--- src/rtl/div_seq.sv ---
// Multi-cycle restoring divider for the EX stage HI/LO path; result is {remainder, quotient}.
// Optional macro DIV_BYZERO_FLAG_EN adds div_zero_o, flagging results produced by a zero divisor.
module div_seq #(
  parameter int DATA_W = 32
) (
  input  logic                  clk,
  input  logic                  rst,
  input  logic                  start_i,
  input  logic                  annul_i,
  input  logic                  signed_div_i,
  input  logic [DATA_W-1:0]     opdata1_i,
  input  logic [DATA_W-1:0]     opdata2_i,
  output logic [2*DATA_W-1:0]   result_o,
  output logic                  ready_o,
`ifdef DIV_BYZERO_FLAG_EN
  output logic                  div_zero_o,
`endif
  output logic                  stallreq_o
);

  localparam int CNT_W = (DATA_W > 1) ? $clog2(DATA_W) : 1;
  localparam logic [CNT_W-1:0] LAST_CNT = CNT_W'(DATA_W - 1);

  typedef enum logic [1:0] {
    ST_FREE,
    ST_BYZERO,
    ST_ON,
    ST_END
  } state_e;

  state_e              state_q, state_d;
  logic [CNT_W-1:0]    cnt_q, cnt_d;
  logic [DATA_W-1:0]   rem_q, rem_d;
  logic [DATA_W-1:0]   quo_q, quo_d;
  logic [DATA_W-1:0]   dvs_q, dvs_d;
  logic                neg_quo_q, neg_quo_d;
  logic                neg_rem_q, neg_rem_d;
  logic [2*DATA_W-1:0] result_q, result_d;
  logic                ready_q, ready_d;
  logic                div_zero_q, div_zero_d;

  logic [DATA_W:0]     shifted;
  logic                trial_ok;
  logic [DATA_W-1:0]   rem_next;
  logic [DATA_W-1:0]   quo_next;
  logic [DATA_W-1:0]   rem_fix;
  logic [DATA_W-1:0]   quo_fix;

  // One restoring step: the difference always fits in DATA_W bits when the trial succeeds,
  // because the partial remainder stays below the divisor.
  always_comb begin
    shifted  = {rem_q, quo_q[DATA_W-1]};
    trial_ok = (shifted >= {1'b0, dvs_q});
    rem_next = trial_ok ? (shifted[DATA_W-1:0] - dvs_q) : shifted[DATA_W-1:0];
    quo_next = {quo_q[DATA_W-2:0], trial_ok};
    quo_fix  = neg_quo_q ? -quo_next : quo_next;
    rem_fix  = neg_rem_q ? -rem_next : rem_next;
  end

  always_comb begin
    state_d    = state_q;
    cnt_d      = cnt_q;
    rem_d      = rem_q;
    quo_d      = quo_q;
    dvs_d      = dvs_q;
    neg_quo_d  = neg_quo_q;
    neg_rem_d  = neg_rem_q;
    result_d   = result_q;
    ready_d    = ready_q;
    div_zero_d = div_zero_q;

    case (state_q)
      ST_FREE: begin
        ready_d    = 1'b0;
        div_zero_d = 1'b0;
        if (start_i && !annul_i) begin
          cnt_d     = '0;
          rem_d     = '0;
          quo_d     = (signed_div_i && opdata1_i[DATA_W-1]) ? -opdata1_i : opdata1_i;
          dvs_d     = (signed_div_i && opdata2_i[DATA_W-1]) ? -opdata2_i : opdata2_i;
          neg_quo_d = signed_div_i && (opdata1_i[DATA_W-1] ^ opdata2_i[DATA_W-1]);
          neg_rem_d = signed_div_i && opdata1_i[DATA_W-1];
          state_d   = (opdata2_i == '0) ? ST_BYZERO : ST_ON;
        end
      end

      ST_BYZERO: begin
        if (annul_i) begin
          state_d = ST_FREE;
          ready_d = 1'b0;
        end else begin
          state_d    = ST_END;
          result_d   = '0;
          ready_d    = 1'b1;
          div_zero_d = 1'b1;
        end
      end

      ST_ON: begin
        if (annul_i) begin
          state_d = ST_FREE;
          ready_d = 1'b0;
        end else begin
          rem_d = rem_next;
          quo_d = quo_next;
          cnt_d = cnt_q + CNT_W'(1);
          if (cnt_q == LAST_CNT) begin
            state_d  = ST_END;
            result_d = {rem_fix, quo_fix};
            ready_d  = 1'b1;
          end
        end
      end

      ST_END: begin
        if (annul_i || !start_i) begin
          state_d    = ST_FREE;
          ready_d    = 1'b0;
          div_zero_d = 1'b0;
        end
      end

      default: begin
        state_d    = ST_FREE;
        ready_d    = 1'b0;
        div_zero_d = 1'b0;
      end
    endcase
  end

  always_ff @(posedge clk) begin
    if (rst) begin
      state_q    <= ST_FREE;
      cnt_q      <= '0;
      rem_q      <= '0;
      quo_q      <= '0;
      dvs_q      <= '0;
      neg_quo_q  <= 1'b0;
      neg_rem_q  <= 1'b0;
      result_q   <= '0;
      ready_q    <= 1'b0;
      div_zero_q <= 1'b0;
    end else begin
      state_q    <= state_d;
      cnt_q      <= cnt_d;
      rem_q      <= rem_d;
      quo_q      <= quo_d;
      dvs_q      <= dvs_d;
      neg_quo_q  <= neg_quo_d;
      neg_rem_q  <= neg_rem_d;
      result_q   <= result_d;
      ready_q    <= ready_d;
      div_zero_q <= div_zero_d;
    end
  end

  // Stall drops in the cycle ready rises so EX captures the result that cycle.
  assign stallreq_o = start_i & ~annul_i & ~ready_q;
  assign result_o   = result_q;
  assign ready_o    = ready_q;

`ifdef DIV_BYZERO_FLAG_EN
  assign div_zero_o = div_zero_q;
`else
  logic unused_div_zero;
  assign unused_div_zero = div_zero_q;
`endif

endmodule
--- config.mk ---
export PLATFORM = sky130hd
export DESIGN_NAME = div_seq
export DESIGN_NICKNAME = d
export VERILOG_FILES = /design/src/rtl/div_seq.sv
export SDC_FILE = /design/constraint.sdc
export NUM_CORES = 1
export LEC_CHECK = 0
export ABC_AREA = 0
export BUFFER_PORTS_ARGS = -buffer_cell sky130_fd_sc_hd__buf_2
export CAP_MARGIN = 20
export CORE_MARGIN = 3
export CORE_UTILIZATION = 25
export CTS_BUF_LIST = sky130_fd_sc_hd__clkbuf_8
export DETAILED_ROUTE_END_ITERATION = 7
export GPL_ROUTABILITY_DRIVEN = 0
export PLACE_DENSITY = 0.51
export SLEW_MARGIN = 20
export SYNTH_ARGS = -nofsm -noshare
export SYNTH_HDL_FRONTEND = slang
export SYNTH_SLANG_ARGS = --single-unit
--- constraint.sdc ---
create_clock -name clk -period 5.83 [get_ports clk]
set_input_delay 0 -clock clk [delete_from_list [all_inputs] [get_ports clk]]
set_output_delay 0 -clock clk [all_outputs]
set_load 0.1 [all_outputs]
## After elaboration in Yosys (flattened, before gate mapping)

Index checks and enable logic that the tools add are counted.

- $add $sub $neg: 6
- Magnitude comparators: 1
- Eq/ne operators: 10
- Muxes and demuxes: 30
- Bitwise operators: 5
- Reduce and logical (&&, ||, !) cells: 16

Operator list:

| cell | count |
|---|---|
| 32-bit two-way mux | 9 |
| 64-bit two-way mux | 3 |
| 32-bit negator | 4 |
| 32-bit one-hot mux with 2 select lines | 2 |
| 64-bit one-hot mux with 2 select lines | 1 |
| 33-bit by 32-bit >= comparator with 1-bit output | 1 |
| 32-bit zero test | 1 |
| 32-bit subtractor | 1 |
| 2-bit two-way mux | 6 |
| 5-bit two-way mux | 2 |
| 2-bit != test, second input constant | 5 |
| 5-bit one-hot mux with 2 select lines | 1 |
| 2-bit one-hot mux with 4 select lines | 1 |
| 3-bit AND reduction | 2 |
| 5-bit by 1-bit adder with 5-bit output, second input constant | 1 |
| 5-bit equality test, second input constant | 1 |
| 2-bit equality test, second input constant | 2 |
| 1-bit logical AND | 4 |
| 1-bit two-way mux | 4 |
| 1-bit one-hot mux with 4 select lines | 1 |
| 2-bit AND reduction | 2 |
| 4-bit AND reduction | 1 |
| 2-bit nonzero test | 2 |
| 3-bit != test, second input constant | 1 |
| other kinds (7) | 10 |

- Register bits after elaboration: 170
- Input bits: 69
- Output and inout bits: 66
- Word-level logic and storage cells: 77

## Depth between registers and ports, before layout

Gate-level depths: netlist (run 1).

- Depth in word-level cells: 7
- Depth in mapped cells: 22
- Gate-level depth less buffers: 17

## Least setup slack after synthesis (run 1)

OpenSTA, ideal clock, no wires.

- Path type: flip-flop to flip-flop
- Start point: register dvs_q[16]
- End point: register result_q[60], in the netlist result_o[60]
- Arrival: 4.544 ns
- Required time: 5.712 ns
- Slack: 1.168 ns
- Stages on the path, launching flop included: 21
- Period minus slack after synthesis: 4.662 ns
- Cells stage by stage: dfxtp_1 -> inv_1 -> ha_1 -> clkbuf_1 -> nand2_1 -> o21ai_0 -> o311a_1 -> or2_1 -> buf_2 -> buf_1 -> clkbuf_1 -> clkbuf_1 -> a21oi_1 -> inv_1 -> ha_1 -> nand2_1 -> o32ai_1 -> nand4b_1 -> o41ai_1 -> xnor2_1 -> a22o_1

- Cells in the longest elaborated chain, start to end: 7
- Elaborated cells between the ends (all ways): 8

Ends and longest elaborated chain:

| element | RTL line | RTL |
|---|---|---|
| from (decl) | 35 | `logic [DATA_W-1:0] dvs_q, dvs_d;` |
| from (signal assigned) | 148 | `dvs_q <= dvs_d;` |
| 32-bit subtractor or 33-bit by 32-bit >= comparator with 1-bit output (tied branches) | 54, 53 |  |
| 32-bit two-way mux * | 54 | `rem_next = trial_ok ? (shifted[DATA_W-1:0] - dvs_q) : shifted[DATA_W-1:0];` |
| 32-bit negator | 57 | `rem_fix = neg_rem_q ? -rem_next : rem_next;` |
| 32-bit two-way mux * | 57 |  |
| 64-bit two-way mux * | 107 | `if (cnt_q == LAST_CNT) begin` |
| 64-bit two-way mux * | 100 | `if (annul_i) begin` |
| 64-bit one-hot mux with 2 select lines * | 72 | `case (state_q)` |
| to (signal assigned) | 151 | `result_q <= result_d;` |
| to (decl) | 38 | `logic [2*DATA_W-1:0] result_q, result_d;` |

Every way passes the cells marked *; elsewhere a longest branch is shown, timed or not. The select of a mux whose other input is x is not followed.
A chain may end at the register's enable or synchronous reset.

## Worst setup path after layout (run 1)

- Start point: register rem_q[0]
- End point: register result_q[28], in the netlist result_o[28]

- Cells in the longest elaborated chain, start to end: 6

Ends and longest elaborated chain:

| element | RTL line | RTL |
|---|---|---|
| from (decl) | 33 | `logic [DATA_W-1:0] rem_q, rem_d;` |
| from (signal assigned) | 146 | `rem_q <= rem_d;` |
| 33-bit by 32-bit >= comparator with 1-bit output | 53 | `trial_ok = (shifted >= {1'b0, dvs_q});` |
| 32-bit negator | 56 | `quo_fix = neg_quo_q ? -quo_next : quo_next;` |
| 32-bit two-way mux | 56 |  |
| 64-bit two-way mux | 107 |  |
| 64-bit two-way mux | 100 |  |
| 64-bit one-hot mux with 2 select lines | 72 |  |

Every way passes these cells. The select of a mux whose other input is x is not followed.

==> results of run 1 <==
-- flip-flops by register name, summed over array words and instances (netlist names) --
register,count
dvs_q,32
quo_q,32
state_q,2
result_o,64
neg_rem_q,1
neg_quo_q,1
rem_q,32
ready_o,1
cnt_q,5
-- placed cells by master (no fill, tap or decap), types with 21 or more instances in the layout --
| cell | netlist | final |
|---|---|---|
| a22oi_1 | 73 | 73 |
| nor3_1 | 23 | 23 |
| dlygate4sd3_1 | 0 | 66 |
| dfxtp_1 | 170 | 169 |
| nor2_1 | 177 | 175 |
| buf_2 | 3 | 133 |
| ha_1 | 42 | 41 |
| xor2_1 | 47 | 47 |
| a211oi_1 | 34 | 34 |
| xnor2_1 | 93 | 93 |
| clkbuf_8 | 0 | 21 |
| o31ai_1 | 27 | 27 |
| nand2_1 | 221 | 220 |
| a21oi_1 | 105 | 105 |
| o21ai_0 | 104 | 103 |
| inv_1 | 55 | 56 |
| o41ai_1 | 21 | 21 |
-- cells by family after synthesis --
kind of cell | synth area share
flip-flops | 0.303
adder cells (fa/ha/maj) | 0.0486
XOR/XNOR | 0.109
AO/OA/AOI/OAI | 0.266
AND/OR/NAND/NOR | 0.215
multiplexers | 0.00925
buffers and inverters | 0.0491
-- final cells by class --
type,instances,area share
Clock buffer,21,0.0214
Clock inverter,10,0.0103
Inverter,55,0.0153
Multi-Input combinational cell,1190,0.540
Sequential cell,170,0.252
Tap cell,592,0.0547
Timing Repair Buffer,215,0.107
-- worst max-delay path: stages, from the launching register on --
cell and delay, ns:
dfxtp_1 0.46, ha_1 0.29, nor2b_1 0.16, o31a_1 0.28, o2111a_1 0.33, o311a_1 0.39
or2_1 0.45, inv_1 0.14, buf_4 0.43, ha_1 0.30, nand3_1 0.21, or2_2 0.39
nand2b_1 0.18, o31ai_1 0.25, xnor2_1 0.09, a22oi_1 0.15, nor2_1 0.06
-- worst paths after layout --
| check | from | endpoint | slack [ns] |
|---|---|---|---|
| max | rem_q[0]$_SDFFE_PP0P_ | result_o[28]$_SDFFE_PP0P_ | 1.11 |
| min | opdata1_i[12] | quo_q[12]$_SDFFE_PP0P_ | 0.03 |
| max reg2reg | rem_q[0]$_SDFFE_PP0P_ | result_o[28]$_SDFFE_PP0P_ | 1.11 |
| min reg2reg | dvs_q[31]$_SDFFE_PP0P_ | dvs_q[31]$_SDFFE_PP0P_ | 0.46 |
-- report_power, final --
| part | internal [mW] | total [mW] | leakage, nW | switching, mW |
|---|---|---|---|---|
| clock | 0.468 | 0.943 | 0.212 | 0.475 |
| combinational | 1.10 | 3.17 | 3.66 | 2.07 |
| sequential | 1.28 | 1.41 | 1.38 | 0.128 |
| total | 2.85 | 5.52 | 5.25 | 2.67 |
-- cells in the mapped netlist (23+ instances only) --
| cell type | count |
|---|---|
| xor2_1 | 47 |
| a21oi_1 | 105 |
| inv_1 | 55 |
| nor3_1 | 23 |
| a211oi_1 | 34 |
| clkbuf_1 | 84 |
| xnor2_1 | 93 |
| dfxtp_1 | 170 |
| ha_1 | 42 |
| nor2_1 | 177 |
| o31ai_1 | 27 |
| o21ai_0 | 104 |
| a22oi_1 | 73 |
| nand2_1 | 221 |
-- per-layer routing --
| layer | part of all wire | global-route usage |
|---|---|---|
| met1 | 0.48 | 0.208 |
| met2 | 0.46 | 0.247 |
| met3 | 0.040 | 0.0256 |
| met4 | 0.026 | 0.0531 |
| met5 | 0 | 0 |
-- through the flow --
stage	total power, mW	setup WS (ns)	util	std cells	hold slack, ns
finish	5.52	1.11	0.305	2253	0.0288
global route	5.94	0.732	0.305	2253	0.0426
CTS	5.52	1.11	0.305	2253	0.00481
detailed placement	4.52	1.15	0.281	2156	0.235
global placement	4.49	1.19	0.281	2156	0.240
floorplan	3.68	1.17	-	1506	0.0793
==> flow_summary.yaml, run 1 <==
route:
  drt_iter0_markers: 661
  wirelength_um: 37000
  final_antenna_net_count: 0
  drc: 0
  routedWlPerCell_um: 16.4
  num_vias: 11200
  post_drt_via_cell_ratio: 4.98
  drt_pass1_iterations: 5
global_route:
  grt_pass1_vias: 10700
  gr-total-overflow: 0
  grt_pass1_wl_um: 58500
  grt_max_degree: 81
  antenna_found_initial: 0
  grt.total_usage: 0.154
floorplan:
  fp.dieH_um: 218
  die_area_um2: 47500
  rows: 77
  dieWidth_um: 218
  start_util: 0.253
  core-area_um2: 44300
  ios: 135
placement:
  dpl_cell_area_um2: 12400
  hpwl_um: 27500
  port_buffers: 134
cts:
  post_cts_resized: 0
  clockRootBuffer: "clkbuf_8"
  cts_hold_buf: 66
  cts_max_path_buffers: 2
  insertion_delay_ns: 0.49
  htree_levels: 4
  numCtsBuffers: 17
  clkSinkCount: 170
  post_cts_buffers: 0
  cts_tree: "yes"
  clkTransAtPathRegs_ns: 0.10
worst_setup_path:
  start_kind: "flip-flop"
  path_class: "flip-flop to flip-flop"
  required_ns: 6.17
  r2r_cells: 16
  arrival_ns: 5.06
  cp-end-kind: "flip-flop"
  cp_max_fo: 47
power:
  p_leak_nw: 5.25
  p_per_area_nw_per_um2: 408
  irDropWorstVdd_mv: 0.182
synth:
  ys_seq_area_frac: 0.303
  syn_inst: 1506
  synth_edf_count: 0
  yosysTopAreaCell: "dfxtp_1"
  synth_area_leaders: "dfxtp_1 (30%), nand2_1 (7.4%), xnor2_1 (7.3%), nor2_1 (5.9%), a22oi_1 (4.9%)"
  yosysUniqueCellTypes: 70
  synth.avg_cell_area_um2: 7.46
  yosys_warnings: 0
  netlist.area_leader.share: 0.303
  ys.flop_type: "dfxtp_1"
  ys_ff_latch: 170
  syn_area_um2: 11200
  async_flop_share: 0
  syn_nets: 1618
sta:
  post-route-period-util: 0.809
  rsz0062_at_grt: "no"
  hold_violations: 0
  tightestPinTransition_ns: 1.03
  finalSetupViolCount: 0
  setup_tns_ns: 0
  fmax_mhz: 212
  drv_slew: 0
  min_period_ns: 4.72
  clock_skew_ns: 0.0193
  relSlewSlack: 0.307
finish:
  num_antenna_cells: 0
  stdcell_area_um2: 13500
  multi_input_area_um2: 7310
  fill_cells: 4825
  drive_gt1_frac: 0.121
  regArea_um2: 3400
  fin_nets: 1761
  syn_to_final_growth_pct: 20.5
outcome:
  status: "finished, final reports clean"
job:
  maxCapViolCount: 0
hold_path:
  hold_path_class: "primary input to flip-flop"
  hold_depth: 5
Note: power is estimated with default switching activity, not from simulation.
==> inputs of run 2 (changes only) <==
==> constraint.sdc (replaced) <==
create_clock -name clk -period 4.8 [get_ports clk]
set_input_delay 0 -clock clk [delete_from_list [all_inputs] [get_ports clk]]
set_output_delay 0 -clock clk [all_outputs]
set_load 0.1 [all_outputs]
==> run 2 against run 1 <==
Clock skew rose by 0.0028 ns. Sequential power rose by 21%. Flip-flop and latch count did not move. Clock power rose by 15%. Combinational power rose by 26%. Critical path depth fell by 3. Maximum frequency rose by 2.2%. Wire length rose by 0.12%. First-iteration DRC count rose by 22%. Critical endpoint is now result_o[61]$_SDFFE_PP0P_.
==> flow_summary.yaml, run 2 (synthesized netlist as in run 1, its figures left out) <==
outcome:
  status: "finished, final reports clean"
floorplan:
  dieWidth_um: 218
  fp.dieH_um: 218
  start_util: 0.253
  ios: 135
  core-area_um2: 44300
  die_area_um2: 47500
  rows: 77
worst_setup_path:
  cp_max_fo: 12
  path_class: "flip-flop to flip-flop"
  slowest_delay_ns: 0.50
  start_kind: "flip-flop"
  arrival_ns: 4.99
  cp-end-kind: "flip-flop"
  crit_top_cell: "o31a_1"
  cpLargestDelayFamily: "compound AO/OA/AOI/OAI gates"
  slowest_stage: "or4_1"
  cp_num_buf_inv: 1
  required_ns: 5.17
  path_cells: "ha_1, nor2b_1, o31a_1, o2111a_1, o311a_1, or2_1, buf_4, or4_1, o31a_1, or3b_4, o41ai_1, xnor2_1, a22o_1"
route:
  final_antenna_net_count: 0
  wirelength_um: 37100
  drt_iter0_markers: 808
  drc: 0
  post_drt_via_cell_ratio: 4.96
  num_vias: 11200
  drt_pass1_iterations: 5
  routedWlPerCell_um: 16.4
finish:
  fill_cells: 4836
  final_cell_mix: "nand2_1 (220), nor2_1 (175), dfxtp_1 (169)"
  stdcell_area_um2: 13600
  syn_to_final_growth_pct: 21.0
  layout.cells.non_filler: 2262
  num_antenna_cells: 0
  fin_nets: 1769
  drive_gt1_frac: 0.128
  final_common_cell: "nand2_1"
  largest_reg_flops: 64
placement:
  port_buffers: 134
  hpwl_um: 27700
  dpl_cell_area_um2: 12500
  dp_cells: 2164
sta:
  fmax_mhz: 217
  relSlewSlack: 0.272
  hold_violations: 0
  tightestPinTransition_ns: 1.08
  clock_skew_ns: 0.0221
  holdWs_ns: 0.0422
  finalSetupViolCount: 0
  post-route-period-util: 0.961
  min_period_ns: 4.61
  drv_slew: 0
job:
  maxCapViolCount: 0
cts:
  numCtsBuffers: 17
  cts_max_path_buffers: 2
  insertion_delay_ns: 0.48
  cts_tree: "yes"
  clkSinkCount: 170
  clkTransAtPathRegs_ns: 0.11
  clockRootBuffer: "clkbuf_8"
  htree_levels: 4
power:
  power_mw: 6.78
  p_sw_mw: 3.34
  p_per_area_nw_per_um2: 499
  irDropWorstVdd_mv: 0.253
  power_frac_comb: 0.589
  p_sw_frac: 0.493
  p_seq_frac: 0.252
  p_leak_nw: 5.29
  pwr-share-clk: 0.159
  p_int_mw: 3.44
global_route:
  grt_pass1_wl_um: 58400
  grt_max_degree: 114
  gr-total-overflow: 0
  antenna_found_initial: 1
  grt.total_usage: 0.153
  grt_pass1_vias: 10700
hold_path:
  hold_path_class: "primary input to flip-flop"
-- run 2: cell types whose count changed in the layout (fill, tap and decap cells not counted), sizes merged --
| cell | before | now |
|---|---|---|
| buf | 149 | 158 |
| dlygate4sd3 | 66 | 65 |
| clkinv | 1 | 5 |
| inv | 58 | 63 |
| bufinv | 3 | 1 |
| clkinvlp | 3 | 1 |
| clkbuf | 21 | 17 |
-- run 2: stage by stage --
| step | TNS [ns] | setup slack, ns | util |
|---|---|---|---|
| final | 0 | 0.186 | 0.307 |
| after global routing | -0.00677 | -0.00677 | 0.307 |
| after global placement | 0 | 0.283 | 0.282 |
| after detailed placement | 0 | 0.180 | 0.282 |
| after CTS | 0 | 0.150 | 0.306 |
| after floorplan | 0 | 0.138 | - |
-- run 2: worst min-delay path: cells and delay by family --
kind / cells / cell delay [ns]
AO/OA/AOI/OAI: 2 / 0.15
buffers and inverters: 1 / 0.10
XOR/XNOR: 1 / 0.15
AND/OR/NAND/NOR: 1 / 0.06
-- run 2: path summary, 6_finish.rpt --
kind                               start                        end  slack [ns]  cells after the start
hold reg to reg   dvs_q[31]$_SDFFE_PP0P_     dvs_q[31]$_SDFFE_PP0P_        0.46                      2
setup reg to reg   rem_q[0]$_SDFFE_PP0P_  result_o[61]$_SDFFE_PP0P_        0.19                     13
setup / recovery   rem_q[0]$_SDFFE_PP0P_  result_o[61]$_SDFFE_PP0P_        0.19                     13
hold / removal             opdata1_i[14]     quo_q[14]$_SDFFE_PP0P_        0.04                      5
-- run 2: timing repair --
action                                  4_1_cts  5_1_grt
resized for setup                             0        2
hold buffers                                 65        0
hold endpoints to repair                     74        0
endpoints found under the setup margin        0        7
setup buffers                                 0        1
-- run 2: final cells by class --
type                    instances  area, um^2  share of cell area
clock inverters                15         175              0.0129
repair buffers                223        1520               0.112
multi-input cells            1190        7320               0.538
clock buffers                  17         234              0.0172
flip-flops and latches        170        3400               0.250
well taps                     592         741              0.0545
inverters                      55         206              0.0152
-- run 2: metal layers --
layer	track usage	vias to the layer above	routed length (um)
met4	0.0513	2	1060
met3	0.0234	56	1540
li1	-	5681	-
met5	0	-	11
met2	0.253	234	17000
met1	0.203	5239	17400
-- run 2: power groups by stage --
stage | clock, mW | combinational (mW) | sequential (mW)
after floorplan | 0 | 2.77 | 1.70
after global placement | 0 | 3.84 | 1.73
after detailed placement | 0 | 3.85 | 1.74
after CTS | 1.12 | 3.92 | 1.70
after global routing | 1.17 | 4.41 | 1.73
final | 1.08 | 3.99 | 1.71
==> inputs of run 3 (changes only) <==
--- a/config.mk
+++ b/config.mk
@@ -9,11 +9,11 @@
 export BUFFER_PORTS_ARGS = -buffer_cell sky130_fd_sc_hd__buf_2
 export CAP_MARGIN = 20
 export CORE_MARGIN = 3
-export CORE_UTILIZATION = 25
+export CORE_UTILIZATION = 61
 export CTS_BUF_LIST = sky130_fd_sc_hd__clkbuf_8
 export DETAILED_ROUTE_END_ITERATION = 7
 export GPL_ROUTABILITY_DRIVEN = 0
-export PLACE_DENSITY = 0.51
+export PLACE_DENSITY = 0.93
 export SLEW_MARGIN = 20
 export SYNTH_ARGS = -nofsm -noshare
 export SYNTH_HDL_FRONTEND = slang
==> run 3 against run 2 <==
Clock skew is 0.0067 ns lower. Critical endpoint is now result_o[28]$_SDFFE_PP0P_. Clock power is 6% lower. Final cell count is 17% lower. Combinational power is 3% lower.
==> flow_summary.yaml, run 3 (synthesized netlist as in run 1, its figures left out) <==
power:
  p_per_area_nw_per_um2: 513
  p_leak_nw: 5.17
  irDropWorstVdd_mv: 0.380
floorplan:
  core-area_um2: 17700
  die_area_um2: 20100
  ios: 135
  start_util: 0.636
  dieWidth_um: 142
  rows: 48
  fp.dieH_um: 142
cts:
  clockRootBuffer: "clkbuf_8"
  cts_tree: "yes"
  clkSinkCount: 170
  clkTransAtPathRegs_ns: 0.10
  insertion_delay_ns: 0.48
  htree_levels: 4
  cts_max_path_buffers: 2
  numCtsBuffers: 17
finish:
  final_common_cell: "nand2_1"
  num_antenna_cells: 0
  final_core_util: 0.731
  final_cell_mix: "nand2_1 (221), nor2_1 (175), dfxtp_1 (170)"
  fin_nets: 1745
  largest_reg_flops: 64
  syn_to_final_growth_pct: 15.0
  drive_gt1_frac: 0.125
  stdcell_area_um2: 12900
placement:
  port_buffers: 134
  dpl_cell_area_um2: 12000
  place_ws_ns: 0.289
  hpwl_um: 23600
global_route:
  grt_max_degree: 94
  grt_pass1_wl_um: 54500
  antenna_found_initial: 0
  grt_pass1_vias: 11300
  gr-total-overflow: 0
  grt.total_usage: 0.327
sta:
  hold_violations: 0
  finalSetupViolCount: 0
  fmax_mhz: 218
  setup_tns_ns: 0
  layout_setup_ws_ns: 0.209
  clock_skew_ns: 0.0153
  drv_slew: 0
  min_period_ns: 4.59
  rsz0062_at_grt: "no"
  tightestPinTransition_ns: 1.10
  relSlewSlack: 0.266
  post-route-period-util: 0.956
route:
  num_vias: 12200
  post_drt_via_cell_ratio: 6.50
  drc: 0
  wirelength_um: 33700
  drt_iter0_markers: 1490
  routedWlPerCell_um: 18.0
  drt_pass1_iterations: 8
  final_antenna_net_count: 0
worst_setup_path:
  required_ns: 5.14
  start_kind: "flip-flop"
  r2r-start: "rem_q[0]$_SDFFE_PP0P_"
  setup.worst_path.start: "rem_q[0]$_SDFFE_PP0P_"
  arrival_ns: 4.93
  cp_max_fo: 14
  cp-end-kind: "flip-flop"
  path_class: "flip-flop to flip-flop"
  r2r_slack_ns: 0.21
outcome:
  status: "finished, final reports clean"
job:
  maxCapViolCount: 0
hold_path:
  worstHoldStart: "opdata1_i[29]"
  hold_path_class: "primary input to flip-flop"
run 3: cell types whose count changed in the layout (fill, tap and decap cells not counted), sizes merged:
cell,delta
buf,-7
bufinv,-1
clkbuf,+1
clkinv,+1
clkinvlp,+1
dlygate4sd3,-17
inv,-2
run 3: area by class of cell:
cell class	count	area (um^2)
clock inverter	14	151
fill	1320	4750
tap	225	282
timing repair buffer	199	1290
inverter	55	210
sequential	170	3400
clock buffer	18	248
multi-input combinational	1190	7320
run 3: report_power, final:
group          total [mW]  switching (mW)  internal (mW)
combinational        3.89            2.52           1.37
sequential           1.71           0.162           1.55
clock                1.02           0.618          0.403
total                6.62            3.30           3.32
run 3: metrics by stage:
stage	hold slack (ns)	cells	total power [mW]
final	0.00926	1871	6.62
after global routing	0.0254	1871	7.03
after CTS	0.00211	1870	6.44
after detailed placement	0.236	1790	5.38
after global placement	0.222	1790	5.24
after floorplan	0.0793	1506	4.47
run 3: worst max-delay path: stages (launching register included):
cell and delay [ns]:
dfxtp_1 0.46, ha_1 0.29, nor2b_1 0.17, o31a_1 0.30, o2111a_1 0.35, o311a_1 0.40, or2_2 0.44, clkinvlp_4 0.24
ha_1 0.24, nand3_1 0.26, or2_2 0.42, nand2b_1 0.18, o31ai_1 0.30, xnor2_1 0.13, a22oi_1 0.21, nor2_1 0.06
run 3: timing repair:
item / 4_1_cts / 5_1_grt
resized for setup: 0 / 4
setup endpoints to repair: 0 / 9
endpoints found under the hold margin: 46 / 0
buffers inserted: 0 / 0
hold buffers: 48 / 0
run 3: path summary, 6_finish.rpt:
path	end	depth (start not counted)
hold reg to reg	dvs_q[0]$_SDFFE_PP0P_	2
setup reg to reg	result_o[28]$_SDFFE_PP0P_	15
setup / recovery	result_o[28]$_SDFFE_PP0P_	15
hold / removal	quo_q[29]$_SDFFE_PP0P_	5
run 3: layer usage:
layer	GRT usage	share of wire	vias up
met5	0	0	-
met4	0.160	0.051	0
met3	0.0516	0.094	180
met2	0.527	0.45	752
met1	0.428	0.40	5598
li1	-	-	5626
